$ cat src/rtl/compression_module.sv
// Instruction compressor: builds a dictionary of unique 32-bit words and emits an index or a literal per input.
// Optional macro COMPRESSION_STATS_EN adds the hit_count/miss_count statistics outputs.
module compression_module #(
   parameter int DICT_DEPTH = 16,
   parameter int IDX_W      = 4,
   parameter int ADDR_W     = 32
) (
   input  logic              clk,
   input  logic              rst,
   input  logic              clear,
   input  logic              in_valid,
   output logic              in_ready,
   input  logic [31:0]       in_instr,
   input  logic              in_last,
   output logic              out_valid,
   input  logic              out_ready,
   output logic              out_is_index,
   output logic [31:0]       out_data,
   output logic [ADDR_W-1:0] out_addr,
   output logic              out_last,
   output logic              done,
   output logic [IDX_W:0]    dict_count,
   input  logic [IDX_W-1:0]  dict_rd_idx,
   output logic [31:0]       dict_rd_data
`ifdef COMPRESSION_STATS_EN
   ,
   output logic [15:0]       hit_count,
   output logic [15:0]       miss_count
`endif
);

   localparam int CNT_W = IDX_W + 1;

   typedef enum logic [1:0] {
      S_IDLE,
      S_MATCH,
      S_EMIT,
      S_DONE
   } state_t;

   state_t              r_state;
   logic [31:0]         r_dict [DICT_DEPTH];
   logic [CNT_W-1:0]    r_dictCount;
   logic [31:0]         r_heldInstr;
   logic                r_heldLast;
   logic                r_outValid;
   logic                r_outIsIndex;
   logic [31:0]         r_outData;
   logic [ADDR_W-1:0]   r_outAddr;
   logic                r_outLast;
   logic                r_done;
`ifdef COMPRESSION_STATS_EN
   logic [15:0]         r_hitCount;
   logic [15:0]         r_missCount;
`endif

   logic                w_hit;
   logic [IDX_W-1:0]    w_hitIdx;
   logic                w_full;

   // Scan from the top down so the lowest matching valid entry ends up selected.
   always_comb begin
      w_hit    = 1'b0;
      w_hitIdx = '0;
      for (int i = DICT_DEPTH - 1; i >= 0; i--) begin
         if ((CNT_W'(i) < r_dictCount) && (r_dict[i] == r_heldInstr)) begin
            w_hit    = 1'b1;
            w_hitIdx = IDX_W'(i);
         end
      end
   end

   assign w_full = (r_dictCount == CNT_W'(DICT_DEPTH));

   always_ff @(posedge clk) begin
      if (rst) begin
         r_state      <= S_IDLE;
         r_dictCount  <= '0;
         r_heldInstr  <= '0;
         r_heldLast   <= 1'b0;
         r_outValid   <= 1'b0;
         r_outIsIndex <= 1'b0;
         r_outData    <= '0;
         r_outAddr    <= '0;
         r_outLast    <= 1'b0;
         r_done       <= 1'b0;
         for (int i = 0; i < DICT_DEPTH; i++) begin
            r_dict[i] <= '0;
         end
`ifdef COMPRESSION_STATS_EN
         r_hitCount   <= '0;
         r_missCount  <= '0;
`endif
      end else begin
         case (r_state)
            S_IDLE: begin
               // A simultaneous clear empties the dictionary before the accepted word is matched.
               if (clear) begin
                  r_dictCount <= '0;
                  r_outAddr   <= '0;
`ifdef COMPRESSION_STATS_EN
                  r_hitCount  <= '0;
                  r_missCount <= '0;
`endif
               end
               if (in_valid) begin
                  r_heldInstr <= in_instr;
                  r_heldLast  <= in_last;
                  r_state     <= S_MATCH;
               end
            end
            S_MATCH: begin
               if (w_hit) begin
                  r_outIsIndex <= 1'b1;
                  r_outData    <= {{(32 - IDX_W){1'b0}}, w_hitIdx};
`ifdef COMPRESSION_STATS_EN
                  if (r_hitCount != 16'hFFFF) r_hitCount <= r_hitCount + 16'd1;
`endif
               end else begin
                  r_outIsIndex <= 1'b0;
                  r_outData    <= r_heldInstr;
                  if (!w_full) begin
                     r_dict[r_dictCount[IDX_W-1:0]] <= r_heldInstr;
                     r_dictCount                    <= r_dictCount + CNT_W'(1);
                  end
`ifdef COMPRESSION_STATS_EN
                  if (r_missCount != 16'hFFFF) r_missCount <= r_missCount + 16'd1;
`endif
               end
               r_outLast  <= r_heldLast;
               r_outValid <= 1'b1;
               r_state    <= S_EMIT;
            end
            S_EMIT: begin
               if (out_ready) begin
                  r_outValid <= 1'b0;
                  r_outAddr  <= r_outAddr + ADDR_W'(1);
                  if (r_outLast) begin
                     r_done  <= 1'b1;
                     r_state <= S_DONE;
                  end else begin
                     r_state <= S_IDLE;
                  end
               end
            end
            S_DONE: begin
               r_done  <= 1'b0;
               r_state <= S_IDLE;
            end
            default: r_state <= S_IDLE;
         endcase
      end
   end

   assign in_ready     = (r_state == S_IDLE) && !rst;
   assign out_valid    = r_outValid;
   assign out_is_index = r_outIsIndex;
   assign out_data     = r_outData;
   assign out_addr     = r_outAddr;
   assign out_last     = r_outLast;
   assign done         = r_done;
   assign dict_count   = r_dictCount;
   assign dict_rd_data = ({1'b0, dict_rd_idx} < r_dictCount) ? r_dict[dict_rd_idx] : 32'd0;
`ifdef COMPRESSION_STATS_EN
   assign hit_count    = r_hitCount;
   assign miss_count   = r_missCount;
`endif

endmodule

$ cat config.mk
export PLATFORM = sky130hd
export DESIGN_NAME = compression_module
export DESIGN_NICKNAME = d
export VERILOG_FILES = /design/src/rtl/compression_module.sv
export SDC_FILE = /design/constraint.sdc
export NUM_CORES = 2
export LEC_CHECK = 0
export CAP_MARGIN = 40
export CELL_PAD_IN_SITES_DETAIL_PLACEMENT = 1
export CELL_PAD_IN_SITES_GLOBAL_PLACEMENT = 1
export CORE_UTILIZATION = 46
export CTS_CLUSTER_DIAMETER = 30
export DETAILED_ROUTE_END_ITERATION = 8
export MAX_ROUTING_LAYER = met4
export PLACE_DENSITY = 0.84
export SLEW_MARGIN = 20
export SYNTH_ARGS = -nofsm -noshare
export SYNTH_HDL_FRONTEND = slang
export SYNTH_SLANG_ARGS = --single-unit
$ cat constraint.sdc
create_clock -name clk -period 3 [get_ports clk]
set_clock_uncertainty 0.2 [all_clocks]
set_input_delay 0.3 -clock clk [delete_from_list [all_inputs] [get_ports clk]]
set_output_delay 0.3 -clock clk [all_outputs]
set_load 0.01 [all_outputs]
==> run_results.csv <==
group,metric,value,unit
critical_path,crit_buf_inv,6,
synthesis,yosys_register_bits,620,
power_and_ir_drop,power.share.sequential,0.316,
sta,holdWs,-10.9,ps
outcome,outcome,"finished, violations left",
clocking,clk_path_buf_depth,3,
outcome,violations,"hold timing, setup timing",
synthesis,synth_cell_types,62,
critical_path,cp.arrival,4500,ps
clocking,cts_tree,"done",
placed_design,dp_hpwl,105,mm
layout,layout_common_cells,"buf_4 (518), edfxtp_1 (512), and2_1 (502)",
routing,drt_wl_total,188,mm
clocking,cts.sinks,620,
global_routing,overflow,0,
power_and_ir_drop,p_per_area,647,mW/mm^2
floorplanning,pin_count,148,
clocking,clock-root-buffer,"clkbuf_16",
sta,finalSetupViolCount,1094,
routing,drt_pass1_iterations,6,
clocking,clk_pin_slew_worst_paths,70,ps
sta,fin_ws,-1090,ps
sta,max_freq,245,MHz
sta,layout_min_cycle_time,4090,ps
power_and_ir_drop,internal-power,22700,uW
sta,final_max_slew_viol_count,0,
clocking,clk-insertion-delay-late,780,ps
global_routing,grt_start_max_net_pins,50,
critical_path,cp.required,3410,ps
critical_path,timing_worst_setup_path_type,"reg -> reg",
synthesis,synth-main-ff-cell,"edfxtp_1",
critical_path,crit_path_start_kind,"flop",
placed_design,portBuffers,147,
floorplanning,start_util,0.465,
layout,nets,3509,
synthesis,async_flop_share,0,
synthesis,syn_avg_cell_area,12.5,sq um
sta,tightestPinTransition,946,ps
routing,drc,0,
layout,final_common_cell,"buf_4",
floorplanning,core_area,0.0730,sq mm
synthesis,syn_inst,2705,
floorplanning,die_h,274,um
routing,drt_iter0_drc,5025,
sta,rsz0062_at_grt,"true",
synthesis,yosys_warnings,0,
power_and_ir_drop,power_frac_comb,0.135,
routing,routedWlPerCell,41.2,um
critical_path,cp_slowest_cell,"nor4_2",
flow_run,drv_cap,0,
synthesis,synthesis.nets,2755,
layout,drive_above_1_share,0.356,
critical_path,cpPeakStageDelay,460,ps
global_routing,grt_pass1_wl,233,mm
placed_design,routabilityCongestion,1.05,
power_and_ir_drop,ir_drop,0.674,mV
routing,vias_per_cell,6.82,
power_and_ir_drop,p_sw,8850,uW
clocking,htree_levels,4,
power_and_ir_drop,p_sw_frac,0.280,
layout,fin_util,0.669,
critical_path,critPathMaxFanout,22,
critical_path,cp_cell_sequence,"buf_12, buf_4, xnor2_1, nand4_1, nor4_2, nand4_1, and4bb_2, nand4_4, buf_4, clkbuf_16, buf_4, nor3_4, buf_12, a22o_1",
min_path,min_path_type,"in -> reg",
synthesis,netlist_area,0.0339,sq mm
sta,finalHoldViolations,1,
critical_path,crit_path_frequent_cell,"buf_4",
synthesis,ys_seq_area_frac,0.517,
critical_path,cp-end-kind,"flop",
floorplanning,dieWidth,274,um
global_routing,grt_pass1_vias,30351,
critical_path,critPathTopFamily,"simple AND/OR/NAND/NOR gates",
synthesis,synth_edf_count,512,
layout,area_delta_synth_final,43.8,%
power_and_ir_drop,leakagePower,0.0192,uW
clocking,cts_made_buffers,149,
power_and_ir_drop,clkPwrFrac,0.549,
routing,antenna_left,0,
routing,vias,31077,
global_routing,grt_usage,0.459,
floorplanning,row_count,99,
sta,fin_crit_sh,1.36,
sta,max_slew_margin,0.369,
global_routing,antenna_found_initial,13,
floorplanning,die_area,0.0749,sq mm
[stage by stage]
stage,total power [uW],setup TNS (ps),setup slack [ps],std cells,instance area (sq um)
finish,31600,-1028400,-1090,4555,48800
CTS,30300,-619910,-670,4469,47100
global placement,13300,-856830,-1040,4128,40800
detailed placement,13400,-981490,-1150,4128,40800
global route,31700,-874410,-941,4551,48800
floorplan,11500,-179,-5.58,2705,34200
[layer usage]
metal,wire length (um),part of all wire,global-route usage,vias up
li1,-,-,-,11187
met1,61100,0.33,0.548,15440
met2,80700,0.43,0.673,3287
met3,27200,0.14,0.142,1163
met4,18800,0.10,0.292,0
met5,0,0,-,-
[power groups by stage]
stage / logic (uW) / registers [uW] / clock network, uW
2_1_floorplan: 1640 / 9910 / 0
3_3_place_gp: 3330 / 10000 / 0
3_5_place_dp: 3390 / 10000 / 0
4_1_cts: 3660 / 9900 / 16800
5_1_grt: 4220 / 9970 / 17500
6_report: 4270 / 9970 / 17300
[layout make-up]
class	instances	area [sq um]
repair buffers	846	8500
flip-flops and latches	620	17600
fillers	6725	24200
multi-input cells	1835	16300
well taps	959	1200
clock inverters	89	1110
clock buffers	181	4030
inverters	7	26.3
diodes	18	45.0
[state kept, by name, indices dropped and copies added (netlist names)]
register	count
out_is_index	1
r_dict	512
out_data	32
out_addr	32
out_last	1
dict_count	5
r_heldLast	1
r_state	2
done	1
r_heldInstr	32
out_valid	1
[repair_timing]
action                      CTS  global route
resized for setup           123           151
setup endpoints to repair  1094          1094
pin swaps                    23            19
hold endpoints to repair     26             0
buffers inserted             37            56
cloned                        8            15
hold buffers                 26             0
[cell usage after synthesis, types with 4 or more instances]
cell,n,share of area
edfxtp_1,512,0.45
or2_2,18,0.0033
dfxtp_1,108,0.064
xnor2_1,248,0.064
nor4_1,86,0.016
o21ai_0,8,0.0012
o2111ai_1,4,0.0010
a21o_1,4,0.00089
and2_1,504,0.093
nand3_1,29,0.0043
or3_1,8,0.0015
nor3_1,24,0.0035
nor2b_1,40,0.0074
a211oi_1,7,0.0015
nor2_1,53,0.0059
xor2_1,289,0.075
buf_1,20,0.0022
nand2b_1,5,0.00092
buf_2,61,0.0090
clkbuf_1,132,0.015
and3_1,5,0.00092
inv_1,7,0.00077
and4_1,5,0.0013
a21oi_1,50,0.0074
nand2_1,115,0.013
nor3_2,12,0.0035
ha_1,8,0.0030
nand4_1,73,0.013
a22o_1,28,0.0072
buf_4,36,0.0080
mux4_2,160,0.11
[worst min-delay path: stages]
cell and delay [ps]:
clkdlybuf4s50_1 400, nand2_1 100, a21oi_1 90
[worst paths after layout]
check	slack, ps	startpoint	cells after the start	end
max	-1090	r_heldInstr[14]	14	out_data[30]
min reg2reg	290	out_data[28]	1	out_data[28]
max reg2reg	-1090	r_heldInstr[14]	14	out_data[30]
min	-10	in_instr[24]	3	r_heldInstr[24]
[cell families (layout without fill, tap and decap cells)]
kind of cell / after synthesis / after routing / share of synthesized area
AND/OR/NAND/NOR: 999 / 1008 / 0.175
flip-flops: 620 / 620 / 0.517
XOR/XNOR: 537 / 537 / 0.139
buffers and inverters: 259 / 1123 / 0.0355
multiplexers: 163 / 163 / 0.107
AO/OA/AOI/OAI: 119 / 119 / 0.0239
adder cells (fa/ha/maj): 8 / 8 / 0.00295
other: 0 / 18 / 0
Note: power is estimated with default switching activity, not from simulation.
